### src/rtl/lcd_pixel_stream_if.sv
// Byte stream from the pixel formatter to the TFT bus driver.
//   byte_data  : RGB565 byte, high byte of each pixel first
//   byte_valid : byte_data / byte_sof are valid
//   byte_ready : consumer takes the byte on byte_valid && byte_ready
//   byte_sof   : marks the high byte of pixel 0 of a frame
// master = formatter side, slave = bus driver side.
interface lcd_pixel_stream_if;
    logic [7:0] byte_data;
    logic       byte_valid;
    logic       byte_ready;
    logic       byte_sof;

    modport master (
        output byte_data,
        output byte_valid,
        output byte_sof,
        input  byte_ready
    );

    modport slave (
        input  byte_data,
        input  byte_valid,
        input  byte_sof,
        output byte_ready
    );
endinterface

### src/rtl/lcd_pixel_stream.sv
// Pixel formatter between the Game Boy LCD output and the TFT bus driver.
// Maps 2-bit colour indices through the BGP palette to greyscale RGB565,
// buffers them in a small FIFO and sends them as high/low bytes on a
// valid/ready stream. Tracks frames on lcd_vblank, tags the first byte of
// each frame and flags dropped pixels and malformed frames.
//
// Ports:
//   clk, reset_n   : single clock, async active-low reset
//   lcd_write      : one-cycle pixel strobe, lcd_col valid with it
//   lcd_col        : 2-bit colour index
//   lcd_vblank     : level, high during vertical blank
//   palette        : BGP format, index i -> shade palette[2i+1:2i]
//   bus            : byte stream (master side)
//   overflow       : sticky, a pixel was dropped on a full FIFO
//   frame_err      : sticky, a frame had a pixel count other than W*H
//   fifo_level     : current FIFO occupancy
//
// Serializer states:
//   state  | meaning
//   S_IDLE | nothing on the bus, waiting for a FIFO entry
//   S_HI   | high byte of the current pixel presented
//   S_LO   | low byte of the current pixel presented
module lcd_pixel_stream #(
    parameter int FIFO_DEPTH = 16,
    parameter int LCD_W      = 160,
    parameter int LCD_H      = 144
) (
    input  logic                          clk,
    input  logic                          reset_n,
    input  logic                          lcd_write,
    input  logic [1:0]                    lcd_col,
    input  logic                          lcd_vblank,
    input  logic [7:0]                    palette,
    lcd_pixel_stream_if.master            bus,
    output logic                          overflow,
    output logic                          frame_err,
    output logic [$clog2(FIFO_DEPTH):0]   fifo_level
);

    localparam int AW        = $clog2(FIFO_DEPTH);
    localparam int PW        = AW + 1;
    localparam int FRAME_PIX = LCD_W * LCD_H;
    localparam int CW        = $clog2(FRAME_PIX + 1);
    localparam logic [CW-1:0] FRAME_MAX = CW'(FRAME_PIX);

    typedef enum logic [1:0] {
        S_IDLE = 2'd0,
        S_HI   = 2'd1,
        S_LO   = 2'd2
    } state_t;

    function automatic logic [15:0] shade_rgb(input logic [1:0] shade);
        case (shade)
            2'd0:    shade_rgb = 16'hFFFF;
            2'd1:    shade_rgb = 16'hAD55;
            2'd2:    shade_rgb = 16'h52AA;
            default: shade_rgb = 16'h0000;
        endcase
    endfunction

    // ---------------- pixel FIFO: {sof, shade} per entry ----------------
    logic [2:0]    mem [FIFO_DEPTH];
    logic [PW-1:0] wr_ptr;
    logic [PW-1:0] rd_ptr;
    logic          fifo_empty;
    logic          fifo_full;
    logic          push;
    logic          pop;
    logic [2:0]    head;
    logic [1:0]    wr_shade;
    logic          wr_sof;

    assign fifo_empty = (wr_ptr == rd_ptr);
    assign fifo_full  = (wr_ptr[AW] != rd_ptr[AW]) &&
                        (wr_ptr[AW-1:0] == rd_ptr[AW-1:0]);
    assign head       = mem[rd_ptr[AW-1:0]];
    assign fifo_level = wr_ptr - rd_ptr;

    // A pop in the same cycle frees a slot, so a full FIFO still accepts.
    assign push       = lcd_write && (!fifo_full || pop);

    // ---------------- frame pixel counter ----------------
    logic [CW-1:0] pix_cnt;
    logic [CW:0]   final_cnt;
    logic          vb_q;
    logic          vb_rise;
    logic          pix_sat;
    logic          short_frame;
    logic          extra_pix;

    assign vb_rise   = lcd_vblank && !vb_q;
    assign pix_sat   = (pix_cnt == FRAME_MAX);
    assign wr_sof    = (pix_cnt == '0);
    assign wr_shade  = palette[{lcd_col, 1'b0} +: 2];

    // A pixel arriving with the vblank edge still belongs to the old frame.
    assign final_cnt   = {1'b0, pix_cnt} + {{CW{1'b0}}, lcd_write};
    assign short_frame = vb_rise && (final_cnt != '0) &&
                         (final_cnt != {1'b0, FRAME_MAX});
    assign extra_pix   = lcd_write && pix_sat;

    always_ff @(posedge clk) begin
        if (push) begin
            mem[wr_ptr[AW-1:0]] <= {wr_sof, wr_shade};
        end
    end

    always_ff @(posedge clk or negedge reset_n) begin
        if (!reset_n) begin
            wr_ptr <= '0;
            rd_ptr <= '0;
        end else begin
            if (push) wr_ptr <= wr_ptr + 1'b1;
            if (pop)  rd_ptr <= rd_ptr + 1'b1;
        end
    end

    always_ff @(posedge clk or negedge reset_n) begin
        if (!reset_n) begin
            vb_q      <= 1'b0;
            pix_cnt   <= '0;
            overflow  <= 1'b0;
            frame_err <= 1'b0;
        end else begin
            vb_q <= lcd_vblank;
            if (vb_rise) begin
                pix_cnt <= '0;
            end else if (lcd_write && !pix_sat) begin
                pix_cnt <= pix_cnt + 1'b1;
            end
            if (lcd_write && fifo_full && !pop) overflow  <= 1'b1;
            if (short_frame || extra_pix)       frame_err <= 1'b1;
        end
    end

    // ---------------- serializer ----------------
    state_t      state;
    state_t      state_d;
    logic [7:0]  data_q;
    logic [7:0]  data_d;
    logic [7:0]  lo_q;
    logic [7:0]  lo_d;
    logic        sof_q;
    logic        sof_d;
    logic [15:0] head_rgb;

    assign head_rgb = shade_rgb(head[1:0]);

    always_ff @(posedge clk or negedge reset_n) begin
        if (!reset_n) begin
            state  <= S_IDLE;
            data_q <= 8'h00;
            lo_q   <= 8'h00;
            sof_q  <= 1'b0;
        end else begin
            state  <= state_d;
            data_q <= data_d;
            lo_q   <= lo_d;
            sof_q  <= sof_d;
        end
    end

    always_comb begin
        state_d = state;
        data_d  = data_q;
        lo_d    = lo_q;
        sof_d   = sof_q;
        pop     = 1'b0;
        case (state)
            S_IDLE: begin
                if (!fifo_empty) begin
                    pop     = 1'b1;
                    data_d  = head_rgb[15:8];
                    lo_d    = head_rgb[7:0];
                    sof_d   = head[2];
                    state_d = S_HI;
                end
            end
            S_HI: begin
                if (bus.byte_ready) begin
                    data_d  = lo_q;
                    sof_d   = 1'b0;
                    state_d = S_LO;
                end
            end
            S_LO: begin
                if (bus.byte_ready) begin
                    if (!fifo_empty) begin
                        pop     = 1'b1;
                        data_d  = head_rgb[15:8];
                        lo_d    = head_rgb[7:0];
                        sof_d   = head[2];
                        state_d = S_HI;
                    end else begin
                        data_d  = 8'h00;
                        sof_d   = 1'b0;
                        state_d = S_IDLE;
                    end
                end
            end
            default: begin
                state_d = S_IDLE;
            end
        endcase
    end

    assign bus.byte_valid = (state != S_IDLE);
    assign bus.byte_data  = data_q;
    assign bus.byte_sof   = sof_q;

endmodule

### src/flat_wrapper.sv
// flat-port wrapper written by rule: the top's interface ports become plain ports
module lcd_pixel_stream_flat 
#(
    parameter int FIFO_DEPTH = 16,
    parameter int LCD_W      = 160,
    parameter int LCD_H      = 144
)
  (clk, reset_n, lcd_write, lcd_col, lcd_vblank, palette, overflow, frame_err, fifo_level, bus_byte_data, bus_byte_valid, bus_byte_sof, bus_byte_ready);
  lcd_pixel_stream_if bus_i ();
  input  logic clk;
  input  logic reset_n;
  input  logic lcd_write;
  input  logic [1:0] lcd_col;
  input  logic lcd_vblank;
  input  logic [7:0] palette;
  output logic overflow;
  output logic frame_err;
  output logic [$clog2(FIFO_DEPTH):0] fifo_level;
  output wire logic [$bits(bus_i.byte_data)-1:0] bus_byte_data;
  output wire logic [$bits(bus_i.byte_valid)-1:0] bus_byte_valid;
  output wire logic [$bits(bus_i.byte_sof)-1:0] bus_byte_sof;
  input wire logic [$bits(bus_i.byte_ready)-1:0] bus_byte_ready;
  assign bus_byte_data = bus_i.byte_data;
  assign bus_byte_valid = bus_i.byte_valid;
  assign bus_byte_sof = bus_i.byte_sof;
  assign bus_i.byte_ready = bus_byte_ready;
  lcd_pixel_stream #(.FIFO_DEPTH(FIFO_DEPTH), .LCD_W(LCD_W), .LCD_H(LCD_H)) u_core (.clk(clk), .reset_n(reset_n), .lcd_write(lcd_write), .lcd_col(lcd_col), .lcd_vblank(lcd_vblank), .palette(palette), .bus(bus_i), .overflow(overflow), .frame_err(frame_err), .fifo_level(fifo_level));
endmodule
### config.mk
export PLATFORM = sky130hd
export DESIGN_NAME = lcd_pixel_stream_flat
export DESIGN_NICKNAME = d
export VERILOG_FILES = /design/src/rtl/lcd_pixel_stream_if.sv /design/src/rtl/lcd_pixel_stream.sv /design/src/flat_wrapper.sv
export SDC_FILE = /design/constraint.sdc
export NUM_CORES = 1
export LEC_CHECK = 0
export CAP_MARGIN = 20
export CORE_MARGIN = 1
export CORE_UTILIZATION = 40
export DETAILED_ROUTE_END_ITERATION = 16
export REMOVE_ABC_BUFFERS = 1
export SLEW_MARGIN = 40
export SYNTH_ARGS = -nofsm -noshare
export SYNTH_HDL_FRONTEND = slang
export SYNTH_SLANG_ARGS = --single-unit
### constraint.sdc
create_clock -name clk -period 5.7 [get_ports clk]
set_clock_uncertainty 0.15 [all_clocks]
set_input_delay 1.71 -clock clk [delete_from_list [all_inputs] [get_ports clk]]
set_output_delay 1.71 -clock clk [all_outputs]
set_load 0.02 [all_outputs]
# Word-level counts from Yosys, hierarchy flattened
# Memories as Yosys holds them, arrays and structs flattened.
# Cells that the tools add are included.
# word_totals
mem_count	1
wordCells	81
out_inout_bits	17
register_bits	47
in_bits	15
mem_bits_rw	48
# memory_table
name	words	width	rd	rd_clocked_by_memory_dff	write_ports	line_no	rtl
u_core.mem	16	3	1	0	1	lcd_pixel_stream.sv:62	logic [2:0] mem [FIFO_DEPTH];
# op_classes
n_eq_ne	12
mux	26
reduce_logical	26
n_addsub	5
n_shift	1
# op_table
cell	n
2-to-1 mux 8 bit	6
case mux 16 bit (3 select lines)	1
2-to-1 mux 15 bit	2
case mux 8 bit (3 select lines)	1
adder 15 x 1 -> 16 bit	1
!= test 16 x 15 -> 1 bit, second input constant	1
case mux 8 bit (2 select lines)	1
nonzero test 16 bit	1
adder 15 x 1 -> 15 bit, second input constant	1
equality test 15 bit, second input constant	1
zero test 15 bit	1
adder 5 x 1 -> 5 bit, second input constant	2
logical AND 1 bit	9
2-to-1 mux 1 bit	9
variable part select 8 x 4 -> 2 bit	1
2-to-1 mux 2 bit	3
!= test 2 bit, second input constant	3
case mux 2 bit (3 select lines)	1
nonzero test 2 bit	3
equality test 5 bit	1
subtractor 5 bit	1
equality test 2 x 1 -> 1 bit, second input constant	2
equality test 2 bit, second input constant	2
equality test 4 bit	1
10 further kinds	15

# Longest topological paths before layout
# Gate-level depths: netlist of run 1.
# logic_depth
depth_word	8
depth_mapped	10
ltp_nobuf	8

# Worst setup path before layout of run 1
# No wires, ideal clock.
# synth_timing
kind	register -> output
from	register u_core.wr_ptr[0]
to	output port fifo_level[4]
path_slack_ns	2.214
stages_incl_launch_ff	8
t_required_ns	3.840
path_buffers	0
arrival_time_ns	1.626
cell_sequence	dfrtp_1 > inv_1 > ha_1 > fa_1 > inv_1 > a21o_1 > a21oi_1 > xor2_1
# synth_via
elab_chain_cells	1
# synth_rtl
item	line_no	rtl
start, declared	lcd_pixel_stream.sv:63	logic [PW-1:0] wr_ptr;
start signal, assigned	lcd_pixel_stream.sv:113	if (push) wr_ptr <= wr_ptr + 1'b1;
subtractor 5 bit	lcd_pixel_stream.sv:77	assign fifo_level = wr_ptr - rd_ptr;
end, declared	flat_wrapper.sv:18	output logic [$clog2(FIFO_DEPTH):0] fifo_level;
# No other way between the ends.

# Worst setup path in the final report of run 1
# layout_timing
from	register u_core.rd_ptr[1]
to	output port fifo_level[3]
# layout_via
elab_chain_cells	1
# layout_rtl
item	line_no	rtl
start, declared	lcd_pixel_stream.sv:64	logic [PW-1:0] rd_ptr;
start signal, assigned	lcd_pixel_stream.sv:114	if (pop) rd_ptr <= rd_ptr + 1'b1;
subtractor 5 bit	lcd_pixel_stream.sv:77	
# No other way between the ends.

==> out/metrics.cfg, run 1 <==
[global_route]
grt_max_degree = 38
antenna_found_initial = 0
grt_use_met1 = 0.221
use_met3 = 0.0340
grt_pass1_vias = 2804
grt_pass1_wl_mm = 14.2
met2_usage = 0.264
grt_use_total = 0.165
overflow = 0
grt_busiest_layer = met2

[setup_path]
cp-startpoint = u_core.rd_ptr[1]
cp-endpoint = fifo_level[3]
cp-start-kind = flop
reg2reg_slack_ns = 2.82
reg2reg_from = u_core.rd_ptr[1]
crit_type = flop to primary output
worst-path-max-fanout = 15
crit_arrival_ns = 2.74
rr_endpoint = u_core.mem[15][2]
reg2reg_depth = 7
critPathRequiredTime_ns = 3.84
end_kind = primary output

[yosys]
ys_types = 51
synthFlopType = edfxtp_1
synth_common_cells = edfxtp_1 (48), dfrtp_1 (37), nor2_1 (29)
yosysTopAreaCell = edfxtp_1
synth_top_area_frac = 0.329
seq_area_frac_synth = 0.540
yosysMostFrequentCell = edfxtp_1
ys_warn_count = 0
syn_inst = 348
syn_area_mm2 = 0.00438
ys_seq_elements = 85
syn_area_per_cell_um2 = 12.6
synthArstFlopShare = 0.435
synth_edf_count = 48
synth.area.top_cells = edfxtp_1 (33%), dfrtp_1 (21%), mux4_1 (6.0%), ha_1 (5.1%), xnor2_1 (3.6%)

[sta]
fmax_ghz = 0.217
tns_ns = 0
tightest_slew_ns = 0.671
period_needed_ns = 4.60
rsz0062_at_grt = no
finalMaxSlewViolations = 0
finalHoldViolCount = 0
finalSetupViolCount = 0
layout_worst_path_cycle_share = 0.807
timing.final.ws_setup_ns = 1.10
relSlewSlack = 0.551

[clock_network]
cts_tree = done
cts_max_level = 3
cts_hold_buf = 0
postCtsSetupBuffers = 0
cts_buffers = 9
post_cts_resized = 0
cts_buffer_depth = 2
clk_latency_ns = 0.36
cts_root_buffer = clkbuf_8
cts.reportedPaths.clkPinSlew_ns = 0.09
clock-sinks = 85

[outcome]
status = finished clean

[floorplanning]
rows = 37
ios = 32
initial_utilization = 0.419
dieArea_mm2 = 0.0114
die_w_um = 107
fp.coreArea_mm2 = 0.0105
die_height_um = 107

[final_layout]
drive_gt1_frac = 0.0895
multiInputGateArea_mm2 = 0.00182
n_antenna_cell = 0
final_net_count = 409
fill_cells = 952
seq_area_mm2 = 0.00237
area_growth_pct = 12.8

[power]
ir_drop_mv = 0.338
power.total_w = 0.00250
power_density_mw_per_mm2 = 505
leakage_nw = 1.93

[drt]
vias_per_cell = 5.35
wl_mm = 8.48
ant_nets = 0
drc = 0
first_pass_iters = 4
wl_per_cell_um = 16.4
drt_iter0_drc = 139
vias = 2761

[placement]
hpwl_mm = 6.00
post-place-ws_ns = 1.48
gp_congestion = 0.834
port_buffers = 31

[worst_hold_path]
holdCritStartpoint = u_core.overflow
hp-class = flop to flop
min_delay_path_depth = 1

[job]
cap_violations = 0

==> stage by stage <==
step	util	instances	hold slack, ns	cell area, um^2
after floorplan	-	331	0.310	4260
after global placement	0.454	500	0.309	4750
after detailed placement	0.454	500	0.310	4750
after CTS	0.472	516	0.334	4940
after global routing	0.472	516	0.363	4940
final	0.472	516	0.334	4940
==> area by class of cell <==
type	count	area share
clock buffers	10	0.0278
clock inverters	6	0.0106
inverters	19	0.0144
multi-input cells	227	0.368
flip-flops and latches	85	0.479
well taps	136	0.0344
repair buffers	33	0.0653
==> power by group <==
group	internal (W)	switching, W
Combinational	0.000550	0.000618
Clock	0.000179	0.000231
Sequential	0.000800	0.000119
==> registers in the layout, indices dropped and copies added (netlist names) <==
signal	cells
u_core.lo_q	2
u_core.frame_err	1
u_core.overflow	1
u_core.bus.byte_sof	1
u_core.rd_ptr	5
u_core.bus.byte_data	4
u_core.wr_ptr	5
u_core.vb_q	1
u_core.state	2
u_core.mem	48
u_core.pix_cnt	15
==> worst min-delay path by stage <==
stage | to | slack [ns]
after detailed placement | u_core.overflow | 0.31
after CTS | u_core.overflow | 0.33
after global placement | u_core.overflow | 0.31
after global routing | u_core.rd_ptr[4] | 0.36
final | u_core.overflow | 0.33
after floorplan | u_core.wr_ptr[4] | 0.31
==> routing by layer <==
metal | up-vias | wire (um)
met4 | 0 | 141
met2 | 69 | 4150
met5 | - | 0
met3 | 14 | 315
met1 | 1355 | 3880
li1 | 1323 | -
==> kinds of logic (layout without fill, tap and decap cells) <==
logic type | count (synthesis) | in the layout | synth area share
muxes | 17 | 17 | 0.0931
AOI/OAI and AO/OA | 39 | 39 | 0.0605
xor gates and xnor gates | 28 | 28 | 0.0560
and+or+nand+nor | 124 | 124 | 0.149
DFF | 85 | 85 | 0.540
adders and majority gates | 19 | 19 | 0.0560
buffers and inverters | 36 | 68 | 0.0451
==> worst max-delay path, cell delays in order, from the launching register on <==
cell and delay (ns):
dfrtp_1 0.74, inv_1 0.15, ha_1 0.33, a21o_1 0.18, a21oi_1 0.18, xnor2_1 0.16, clkdlybuf4s50_1 0.64
==> cell usage in the layout, fill, tap and decap left out, types with 2 or more instances in the layout <==
cell	count
edfxtp_1	48
dfrtp_1	37
clkdlybuf4s50_1	30
nor2_1	29
nand2_1	20
inv_1	19
and2_1	19
xnor2_1	18
ha_1	18
nand3_1	11
xor2_1	10
a21oi_1	10
mux4_1	10
clkbuf_8	10
nand4_1	9
and3_1	8
nor3_1	7
o21ai_0	7
mux4_2	6
or3_1	4
o22a_1	4
nor4_1	4
a21o_1	3
a31oi_1	3
buf_4	3
nor2b_1	2
o2111ai_1	2
inv_6	2
inv_8	2
Note: power is estimated with default switching activity, not from simulation.
==> run 2: changes to the inputs <==
==> constraint.sdc (replaced) <==
create_clock -name clk -period 4.6 [get_ports clk]
set_clock_uncertainty 0.15 [all_clocks]
set_input_delay 1.38 -clock clk [delete_from_list [all_inputs] [get_ports clk]]
set_output_delay 1.38 -clock clk [all_outputs]
set_load 0.02 [all_outputs]
==> run 2 against run 1 <==
Core utilization grew 0.26 points. Largest cell class unchanged. Sequential cell count is the same. Register-to-register slack lost 0.99 ns. Via count shrank 1.4%.
==> out/metrics.cfg, run 2 (same netlist as run 1, synthesis figures left out) <==
[outcome]
status = finished clean

[sta]
relSlewSlack = 0.664
timing.final.ws_setup_ns = 0.387
rsz0062_at_grt = no
finalSetupViolCount = 0
fmax_ghz = 0.237
layout_worst_path_cycle_share = 0.916
whs_ns = 0.332
tightest_slew_ns = 0.501
finalHoldViolCount = 0
period_needed_ns = 4.21
finalMaxSlewViolations = 0
tns_ns = 0

[global_route]
grt_max_degree = 38
antenna_found_initial = 0
grt_pass1_wl_mm = 14.2
overflow = 0
grt_use_total = 0.167
grt_pass1_vias = 2689

[floorplanning]
dieArea_mm2 = 0.0114
die_height_um = 107
fp.coreArea_mm2 = 0.0105
ios = 32
rows = 37
initial_utilization = 0.419
die_w_um = 107

[clock_network]
cts.reportedPaths.clkPinSlew_ns = 0.10
clock-sinks = 85
cts_buffer_depth = 2
postCtsSetupBuffers = 0
cts_buffers = 9
cts_root_buffer = clkbuf_8
cts_tree = done
cts_max_level = 3
post_cts_resized = 0
clk_latency_ns = 0.36
cts_hold_buf = 0

[final_layout]
n_antenna_cell = 0
final_cell_mix = edfxtp_1 (48), dfrtp_1 (37), clkdlybuf4s50_1 (30)
area_growth_pct = 13.4
drive_gt1_frac = 0.0916
stdcell_count = 518
postLayoutCellArea_mm2 = 0.00497
layout_commonest_cell = edfxtp_1
final_net_count = 411
largest_reg_flops = 48

[setup_path]
end_kind = primary output
crit_type = flop to primary output
critPathRequiredTime_ns = 3.07
crit_arrival_ns = 2.68
worst-path-max-fanout = 10
cp-start-kind = flop

[drt]
first_pass_iters = 4
drc = 0
vias = 2723
vias_per_cell = 5.26
drt_iter0_drc = 145
ant_nets = 0
wl_per_cell_um = 16.3
wl_mm = 8.42

[placement]
placed_cells = 502
gp_congestion = 0.855
port_buffers = 31
post-place-ws_ns = 0.763
placed_cell_area_mm2 = 0.00476
hpwl_mm = 6.17

[power]
power_density_mw_per_mm2 = 629
ir_drop_mv = 0.422
leakage_nw = 1.94

[job]
cap_violations = 0

[worst_hold_path]
hp-class = flop to flop

[run 2: final timing paths]
| kind | from | to | slack (ns) | depth (start not counted) |
|---|---|---|---|---|
| max | u_core.rd_ptr[1] | fifo_level[3] | 0.39 | 6 |
| max reg2reg | u_core.rd_ptr[1] | u_core.mem[15][1] | 1.83 | 7 |
| min | u_core.overflow | u_core.overflow | 0.33 | 1 |
| min reg2reg | u_core.overflow | u_core.overflow | 0.33 | 1 |
| max in group asynchronous | reset_n | u_core.pix_cnt[2] | 3.14 | 1 |
| min in group asynchronous | reset_n | u_core.frame_err | 0.80 | 1 |
[run 2: final cells by class]
type / instances / area, um^2
inverters: 19 / 71.3
well taps: 136 / 170
clock inverters: 7 / 81.3
flip-flops and latches: 85 / 2370
repair buffers: 35 / 338
clock buffers: 9 / 124
multi-input cells: 227 / 1820
fillers: 948 / 5490
[run 2: critical path, stage by stage (launching register included)]
cell             delay (ns)
dfrtp_1                0.65
inv_1                  0.17
ha_1                   0.34
a21o_1                 0.19
a21oi_1                0.16
xnor2_1                0.16
clkdlybuf4s50_1        0.66
[run 2: per-stage QoR]
step | utilization | total power [W]
floorplan | - | 0.00207
global placement | 0.455 | 0.00261
detailed placement | 0.455 | 0.00263
CTS | 0.475 | 0.00316
global route | 0.475 | 0.00333
finish | 0.475 | 0.00312
[run 2: per-layer routing]
| layer | vias to the layer above | global-route usage | wire [um] |
|---|---|---|---|
| li1 | 1324 | - | - |
| met1 | 1329 | 0.225 | 3890 |
| met4 | 0 | 0.0753 | 121 |
| met3 | 10 | 0.0359 | 385 |
| met2 | 60 | 0.259 | 4030 |
| met5 | - | 0 | 0 |
[run 2: power by group]
| group | total, W | internal, W | switching, W |
|---|---|---|---|
| sequential | 0.00113 | 0.000991 | 0.000143 |
| combinational | 0.00147 | 0.000686 | 0.000780 |
| clock | 0.000524 | 0.000215 | 0.000309 |
==> run 3: changes to the inputs <==
--- a/config.mk
+++ b/config.mk
@@ -7,7 +7,7 @@
 export LEC_CHECK = 0
 export CAP_MARGIN = 20
 export CORE_MARGIN = 1
-export CORE_UTILIZATION = 40
+export CORE_UTILIZATION = 45
 export DETAILED_ROUTE_END_ITERATION = 16
 export REMOVE_ABC_BUFFERS = 1
 export SLEW_MARGIN = 40
==> run 3 against run 2 <==
Maximum frequency grew 2.5%. Register-to-register slack gained 0.05 ns. Sequential cell count is the same. Largest cell class unchanged.
==> out/metrics.cfg, run 3 (same netlist as run 1, synthesis figures left out) <==
[setup_path]
critPathRequiredTime_ns = 3.07
crit_chain = inv_1, ha_1, a21o_1, a21oi_1, xor2_1, clkdlybuf4s50_1
crit_arrival_ns = 2.58
cpPeakStageDelay_ns = 0.61
reg2reg_slack_ns = 1.88
end_kind = primary output
crit_type = flop to primary output
worst-path-max-fanout = 9
cp-start-kind = flop
slowest_stage = clkdlybuf4s50_1

[sta]
whs_ns = 0.331
finalSetupViolCount = 0
finalHoldViolCount = 0
finalMaxSlewViolations = 0
layout_worst_path_cycle_share = 0.893
rsz0062_at_grt = no
period_needed_ns = 4.11
tns_ns = 0
fmax_ghz = 0.243
relSlewSlack = 0.661
tightest_slew_ns = 0.503

[floorplanning]
initial_utilization = 0.470
die_w_um = 101
rows = 35
die_height_um = 101
fp.coreArea_mm2 = 0.00933
ios = 32
dieArea_mm2 = 0.0101

[clock_network]
cts_buffers = 9
cts_max_level = 3
cts_root_buffer = clkbuf_8
cts_buffer_depth = 2
clk_latency_ns = 0.36
cts_tree = done
clock-sinks = 85
post_cts_resized = 0
cts.reportedPaths.clkPinSlew_ns = 0.10
cts_hold_buf = 0
postCtsSetupBuffers = 0

[placement]
hpwl_mm = 5.87
port_buffers = 31
gp_congestion = 0.780
placed_cells = 495

[drt]
drc = 0
vias = 2668
drt_iter0_drc = 105
vias_per_cell = 5.22
wl_per_cell_um = 16.1
first_pass_iters = 4
ant_nets = 0
wl_mm = 8.21

[power]
sw_frac_of_total = 0.391
power_density_mw_per_mm2 = 627
comb_power_share = 0.472
leakage_nw = 1.94
p_sw_w = 0.00121
share_seq_of_total_power = 0.363
ir_drop_mv = 0.334
power.total_w = 0.00310
clockPowerShare = 0.166
p_int_w = 0.00189

[global_route]
grt_pass1_wl_mm = 13.8
grt_max_degree = 38
overflow = 0
antenna_found_initial = 0
grt_pass1_vias = 2685
grt_use_total = 0.183

[final_layout]
area_growth_pct = 12.8
n_antenna_cell = 0
final_net_count = 411
stdcell_count = 511
fill_cells = 826
largest_reg_flops = 48
final_cell_mix = edfxtp_1 (48), dfrtp_1 (37), clkdlybuf4s50_1 (30)
drive_gt1_frac = 0.0916
layout_commonest_cell = edfxtp_1

[outcome]
status = finished clean

[job]
cap_violations = 0

[worst_hold_path]
hp-class = flop to flop

## run 3: cell count changes in the layout (fill, tap and decap cells not counted)
cell / before / now
clkinv_4: 3 / 1
clkinv_8: 2 / 0
clkinvlp_4: 0 / 1
inv_6: 0 / 3
## run 3: power groups by stage
| stage | clock network, W | logic [W] | registers [W] |
|---|---|---|---|
| 3_5_place_dp | 0 | 0.00147 | 0.00114 |
| 5_1_grt | 0.000567 | 0.00160 | 0.00115 |
| 6_report | 0.000513 | 0.00146 | 0.00112 |
| 4_1_cts | 0.000533 | 0.00148 | 0.00112 |
| 2_1_floorplan | 0 | 0.000878 | 0.00119 |
| 3_3_place_gp | 0 | 0.00146 | 0.00114 |
## run 3: critical path: cells and delay by family (launching register included)
kind / cells / cell delay [ns]
buffers and inverters: 2 / 0.72
DFF: 1 / 0.55
AOI/OAI and AO/OA: 2 / 0.42
xor gates and xnor gates: 1 / 0.16
adders and majority gates: 1 / 0.37
## run 3: final cells by class
cell class / instances / area, um^2 / area share
Multi-Input combinational cell: 227 / 1820 / 0.368
Clock inverter: 7 / 65.1 / 0.0132
Inverter: 19 / 71.3 / 0.0144
Sequential cell: 85 / 2370 / 0.479
Clock buffer: 9 / 124 / 0.0251
Tap cell: 129 / 161 / 0.0326
Timing Repair Buffer: 35 / 338 / 0.0683
## run 3: per-layer routing
| layer | track usage | vias up | wire length [um] |
|---|---|---|---|
| met3 | 0.0402 | 10 | 221 |
| met5 | 0 | - | 0 |
| met1 | 0.252 | 1290 | 4030 |
| li1 | - | 1319 | - |
| met4 | 0.0602 | 0 | 104 |
| met2 | 0.289 | 49 | 3850 |
## run 3: through the flow
| step | worst slack [ns] | util | area [um^2] |
|---|---|---|---|
| floorplan | 1.20 | - | 4260 |
| global placement | 0.790 | 0.510 | 4750 |
| detailed placement | 0.759 | 0.510 | 4760 |
| CTS | 0.477 | 0.530 | 4940 |
| global route | 0.362 | 0.530 | 4940 |
| finish | 0.491 | 0.530 | 4940 |
## run 3: worst paths after layout
path / to / depth (start not counted) / from
setup / recovery: fifo_level[4] / 6 / u_core.rd_ptr[2]
max in group asynchronous: u_core.pix_cnt[7] / 1 / reset_n
hold / removal: u_core.frame_err / 2 / u_core.frame_err
hold reg to reg: u_core.frame_err / 2 / u_core.frame_err
setup reg to reg: u_core.mem[15][1] / 7 / u_core.rd_ptr[2]
min in group asynchronous: u_core.bus.byte_data[5] / 1 / reset_n
==> RTL edit 1, RTL diff (config.mk and constraints of run 3) <==
One comparison of `pix_cnt` changes from == to >=.
--- a/src/rtl/lcd_pixel_stream.sv
+++ b/src/rtl/lcd_pixel_stream.sv
@@ -91,3 +91,3 @@
     assign vb_rise   = lcd_vblank && !vb_q;
-    assign pix_sat   = (pix_cnt == FRAME_MAX);
+    assign pix_sat   = (pix_cnt >= FRAME_MAX);
     assign wr_sof    = (pix_cnt == '0);
Behaviour: no difference found for any inputs over 10 cycles, from zero or initial values and one cycle with reset_n low; that may be too few to reach the edited logic, so the function may still have changed.
==> RTL edit 1 against run 3 <==
  * Setup slack worse by 0.077 ns
  * Core utilization decreased by 0.27 points
  * Via count increased by 0.22%
  * Critical path depth stayed put
  * Highest routed layer unchanged
  * Critical endpoint unchanged
  * Cell area shrank 0.51%
  * Sequential cell count is the same
  * Total power fell by 3.9%
  * Routed wire length grew 1.7%
  * Synthesized area down 0.51%
  * Non-clock buffer count is the same
==> RTL edit 1: results (changes against run 3) <==
[cells_and_area]
final_nets = 412  ; was 411
nMultiInputCombCells = 230  ; was 227
multi_input_area_share = 0.369  ; was 0.368
drive_gt1_frac = 0.110  ; was 0.0916
num-clock-buffers = 10  ; was 9
n_all_inverters = 17  ; was 19
buf_share = 0.0687  ; was 0.0683
clock_cell_area_share = 0.0356  ; was 0.0382
n_fill_cell = 811  ; was 826
instances_no_fill = 512  ; was 511
sh_seq_area = 0.481  ; was 0.479

[pwr]
ir_worst_vdd_mv = 0.331  ; was 0.334 mV
clkPwrFrac = 0.162  ; was 0.166
switching_power_uw = 1150  ; was 1210 uW
leakagePower_uw = 0.00190  ; was 0.00194 uW
clock_power_uw = 482  ; was 513 uW

[outcome]
status = finished clean  ; unchanged

[logic_synthesis]
ys_seq_area_frac = 0.543  ; was 0.540
synth_common_cells = edfxtp_1, dfrtp_1, nor2_1  ; unchanged
synth_compound_area_frac = 0.0608  ; was 0.0605
synthAdderAreaFrac = 0.0562  ; was 0.0560
synth.area.top_cells = edfxtp_1, dfrtp_1, mux4_2, ha_1, xnor2_1  ; was edfxtp_1, dfrtp_1, mux4_1, ha_1, xnor2_1
syn_inst = 352  ; was 348
synth-xor-area-share = 0.0582  ; was 0.0560

[timing]
slew_headroom = 0.676  ; was 0.661
finalCriticalPeriod_ns = 4.19  ; was 4.11 ns
whs_ns = 0.331  ; about the same

[detailed_routing]
wire_per_inst_microns = 16.3  ; was 16.1 microns
via_per_inst = 5.22  ; about the same
drt-initial-drc-count = 63  ; was 105

[grt]
grt_pass1_wl_microns = 14000  ; was 13800 microns
track_usage = 0.185  ; was 0.183

[placed_design]
place_congestion = 0.841  ; was 0.780
pre_cts_slack_ns = 0.682  ; was 0.759 ns
placed_area_sq_mm = 0.00474  ; was 0.00476 sq mm
dpl.hpwl_microns = 6020  ; was 5870 microns
dp_cells = 496  ; was 495

[setup_path]
cpPeakStageDelay_ns = 0.63  ; was 0.61 ns
arrival_ns = 2.66  ; was 2.58 ns
path_max_fanout = 8  ; was 9

RTL edit 1: worst register-to-register path, stage by stage, from the launching register on:
cell and delay, ns:
dfrtp_1 0.55, inv_1 0.17, ha_1 0.38, and4_1 0.26
nand3_1 0.11, and2_1 0.27, and3_1 0.27, and2_1 0.28
RTL edit 1: final timing paths:
| kind | to | startpoint | depth (start not counted) |
|---|---|---|---|
| setup / recovery | fifo_level[4] | u_core.rd_ptr[2] | 6 |
| hold / removal | u_core.overflow | u_core.overflow | 1 |
| setup reg to reg | u_core.mem[15][2] | u_core.rd_ptr[2] | 7 |
| hold reg to reg | u_core.overflow | u_core.overflow | 1 |
| max in group asynchronous | u_core.pix_cnt[14] | reset_n | 1 |
| min in group asynchronous | u_core.bus.byte_data[6] | reset_n | 1 |
RTL edit 1: layer usage:
metal  GRT usage  vias to the layer above  wire length (microns)
li1            -                     1323                      -
met1       0.247                     1315                   3950
met2       0.301                       27                   4110
met3      0.0355                        9                    170
met4      0.0702                        0                    116
met5           0                        -                      0
==> RTL edit 2, RTL diff (config.mk and constraints of run 3) <==
Made on the original files. `LCD_W` is set to 160 in 2 places; all go to 320.
--- a/src/rtl/lcd_pixel_stream.sv
+++ b/src/rtl/lcd_pixel_stream.sv
@@ -24,3 +24,3 @@
     parameter int FIFO_DEPTH = 16,
-    parameter int LCD_W      = 160,
+    parameter int LCD_W      = 320,
     parameter int LCD_H      = 144
--- a/src/flat_wrapper.sv
+++ b/src/flat_wrapper.sv
@@ -4,3 +4,3 @@
     parameter int FIFO_DEPTH = 16,
-    parameter int LCD_W      = 160,
+    parameter int LCD_W      = 320,
     parameter int LCD_H      = 144
Behaviour: no difference found for any inputs over 10 cycles, from zero or initial values and one cycle with reset_n low; that may be too few to reach the edited logic, so the function may still have changed.
==> RTL edit 2 against run 3 <==
  * Final cell count rose by 2.5%
  * Sequential cell count rose by 1
  * Count of clock-buffer cells in the layout rose by 2
  * Global-route usage rose by 0.24 points
  * Routed wire length rose by 4.8%
  * Setup slack improved by 0.035 ns
  * Fmax rose by 0.86%
  * Core utilization fell by 1.2 points
  * Cell area rose by 1.4%
  * Critical path depth rose by 2
  * Total power fell by 0.17%
  * Clock power rose by 8.6%
  * Die area rose by 1.9%
  * Synthesized area rose by 1.9%
  * Critical path type unchanged
  * Largest cell class unchanged
  * Largest power group unchanged
==> RTL edit 2: results (changes against run 3) <==
[detailed_routing]
wl_met3_microns = 262  ; was 221 microns
top_layer_used = met4  ; unchanged
vias = 2846  ; was 2668
m1WireLength_microns = 4000  ; was 4030 microns
drt-initial-drc-count = 121  ; was 105
wl_met2_microns = 4270  ; was 3850 microns
wire_per_inst_microns = 16.4  ; was 16.1 microns

[cells_and_area]
n_fill_cell = 849  ; was 826
instances_no_fill = 524  ; was 511
final_nets = 420  ; was 411
drive_gt1_frac = 0.0921  ; was 0.0916

[logic_synthesis]
synth_warnings = 0  ; unchanged
synthArstFlopShare = 0.442  ; was 0.435
synth_cell_types = 49  ; was 51
synth_common_cells = edfxtp_1, dfrtp_1, nor2_1  ; unchanged
synthAdderAreaFrac = 0.0549  ; was 0.0560
ys_seq_area_frac = 0.535  ; was 0.540
synth.area.top_cells = edfxtp_1, dfrtp_1, ha_1, mux4_2, mux4_1  ; was edfxtp_1, dfrtp_1, mux4_1, ha_1, xnor2_1
synth_compound_area_frac = 0.0650  ; was 0.0605
synth_mux_area_frac = 0.0888  ; was 0.0931
synth-xor-area-share = 0.0529  ; was 0.0560
syn_inst = 366  ; was 348

[timing]
slew_headroom = 0.628  ; was 0.661

[grt]
track_usage = 0.185  ; was 0.183
grt_start_max_net_pins = 39  ; was 38
grt_pass1_wl_microns = 14200  ; was 13800 microns

[setup_path]
path_max_fanout = 4  ; was 9

[placed_design]
dp_cells = 508  ; was 495
port_buffers = 31  ; unchanged
place_congestion = 0.808  ; was 0.780

[outcome]
status = finished clean  ; unchanged

[pwr]
leakagePower_uw = 0.00188  ; was 0.00194 uW
ir_worst_vdd_mv = 0.303  ; was 0.334 mV

[hold_path]
hold_class = register to register  ; unchanged

[RTL edit 2: changes by cell type after synthesis, moves of 4 or more]
cell | run 3 | this run
buf_2 | 7 | 11
nor4_1 | 4 | 9
and4_1 | 1 | 5
nand2b_1 | 0 | 4
and3_1 | 8 | 2
nor2_1 | 29 | 38
nor3_1 | 7 | 15
and2_1 | 19 | 0
nand2_1 | 20 | 24
[RTL edit 2: worst max-delay path, stage by stage, from the launching register on]
cell             delay [ns]
dfrtp_1                0.42
inv_1                  0.17
ha_1                   0.22
fa_1                   0.21
inv_1                  0.05
a21o_1                 0.16
a21oi_1                0.18
xor2_1                 0.16
clkdlybuf4s50_1        0.62
[RTL edit 2: metal layers]
| metal | global-route usage | vias to the layer above |
|---|---|---|
| met5 | 0 | - |
| met4 | 0.0713 | 0 |
| met3 | 0.0359 | 7 |
| met2 | 0.305 | 56 |
| met1 | 0.243 | 1403 |
| li1 | - | 1380 |
[RTL edit 2: final cells by class]
cell class / instances / area share
clock buffer: 11 / 0.0282
clock inverter: 5 / 0.0130
inverter: 17 / 0.0127
multi-input combinational: 238 / 0.370
sequential: 86 / 0.477
tap: 133 / 0.0332
timing repair buffer: 34 / 0.0659
[RTL edit 2: path summary, 6_finish.rpt]
path                                                 to              from  depth (start not counted)  slack [ns]
worst max-delay path                      fifo_level[4]  u_core.wr_ptr[0]                          8        0.53
worst min-delay path                    u_core.overflow   u_core.overflow                          1        0.34
worst max register to register         u_core.mem[0][1]  u_core.rd_ptr[1]                          6        1.67
worst min register to register          u_core.overflow   u_core.overflow                          1        0.34
max in group asynchronous            u_core.pix_cnt[14]           reset_n                          1        3.10
min in group asynchronous       u_core.bus.byte_data[6]           reset_n                          1        0.83
[RTL edit 2: cell families after synthesis]
family	count (synthesis)
AOI/OAI and AO/OA	43
muxes	17
xor gates and xnor gates	27
buffers and inverters	42
and+or+nand+nor	132
DFF	86
adders and majority gates	19
[RTL edit 2: stage by stage]
stage | total power (uW) | cell area (sq um) | worst slack, ns
finish | 3090 | 5020 | 0.526
global route | 3320 | 5020 | 0.373
CTS | 3140 | 5020 | 0.504
detailed placement | 2570 | 4810 | 0.686
global placement | 2550 | 4800 | 0.729
floorplan | 2050 | 4310 | 1.16
[RTL edit 2: power breakdown]
part / switching, uW / leakage, uW / total (uW) / internal (uW)
clock network: 283 / 0.000105 / 557 / 274
logic: 752 / 0.000865 / 1410 / 659
registers: 135 / 0.000914 / 1120 / 990
total: 1170 / 0.00188 / 3090 / 1920
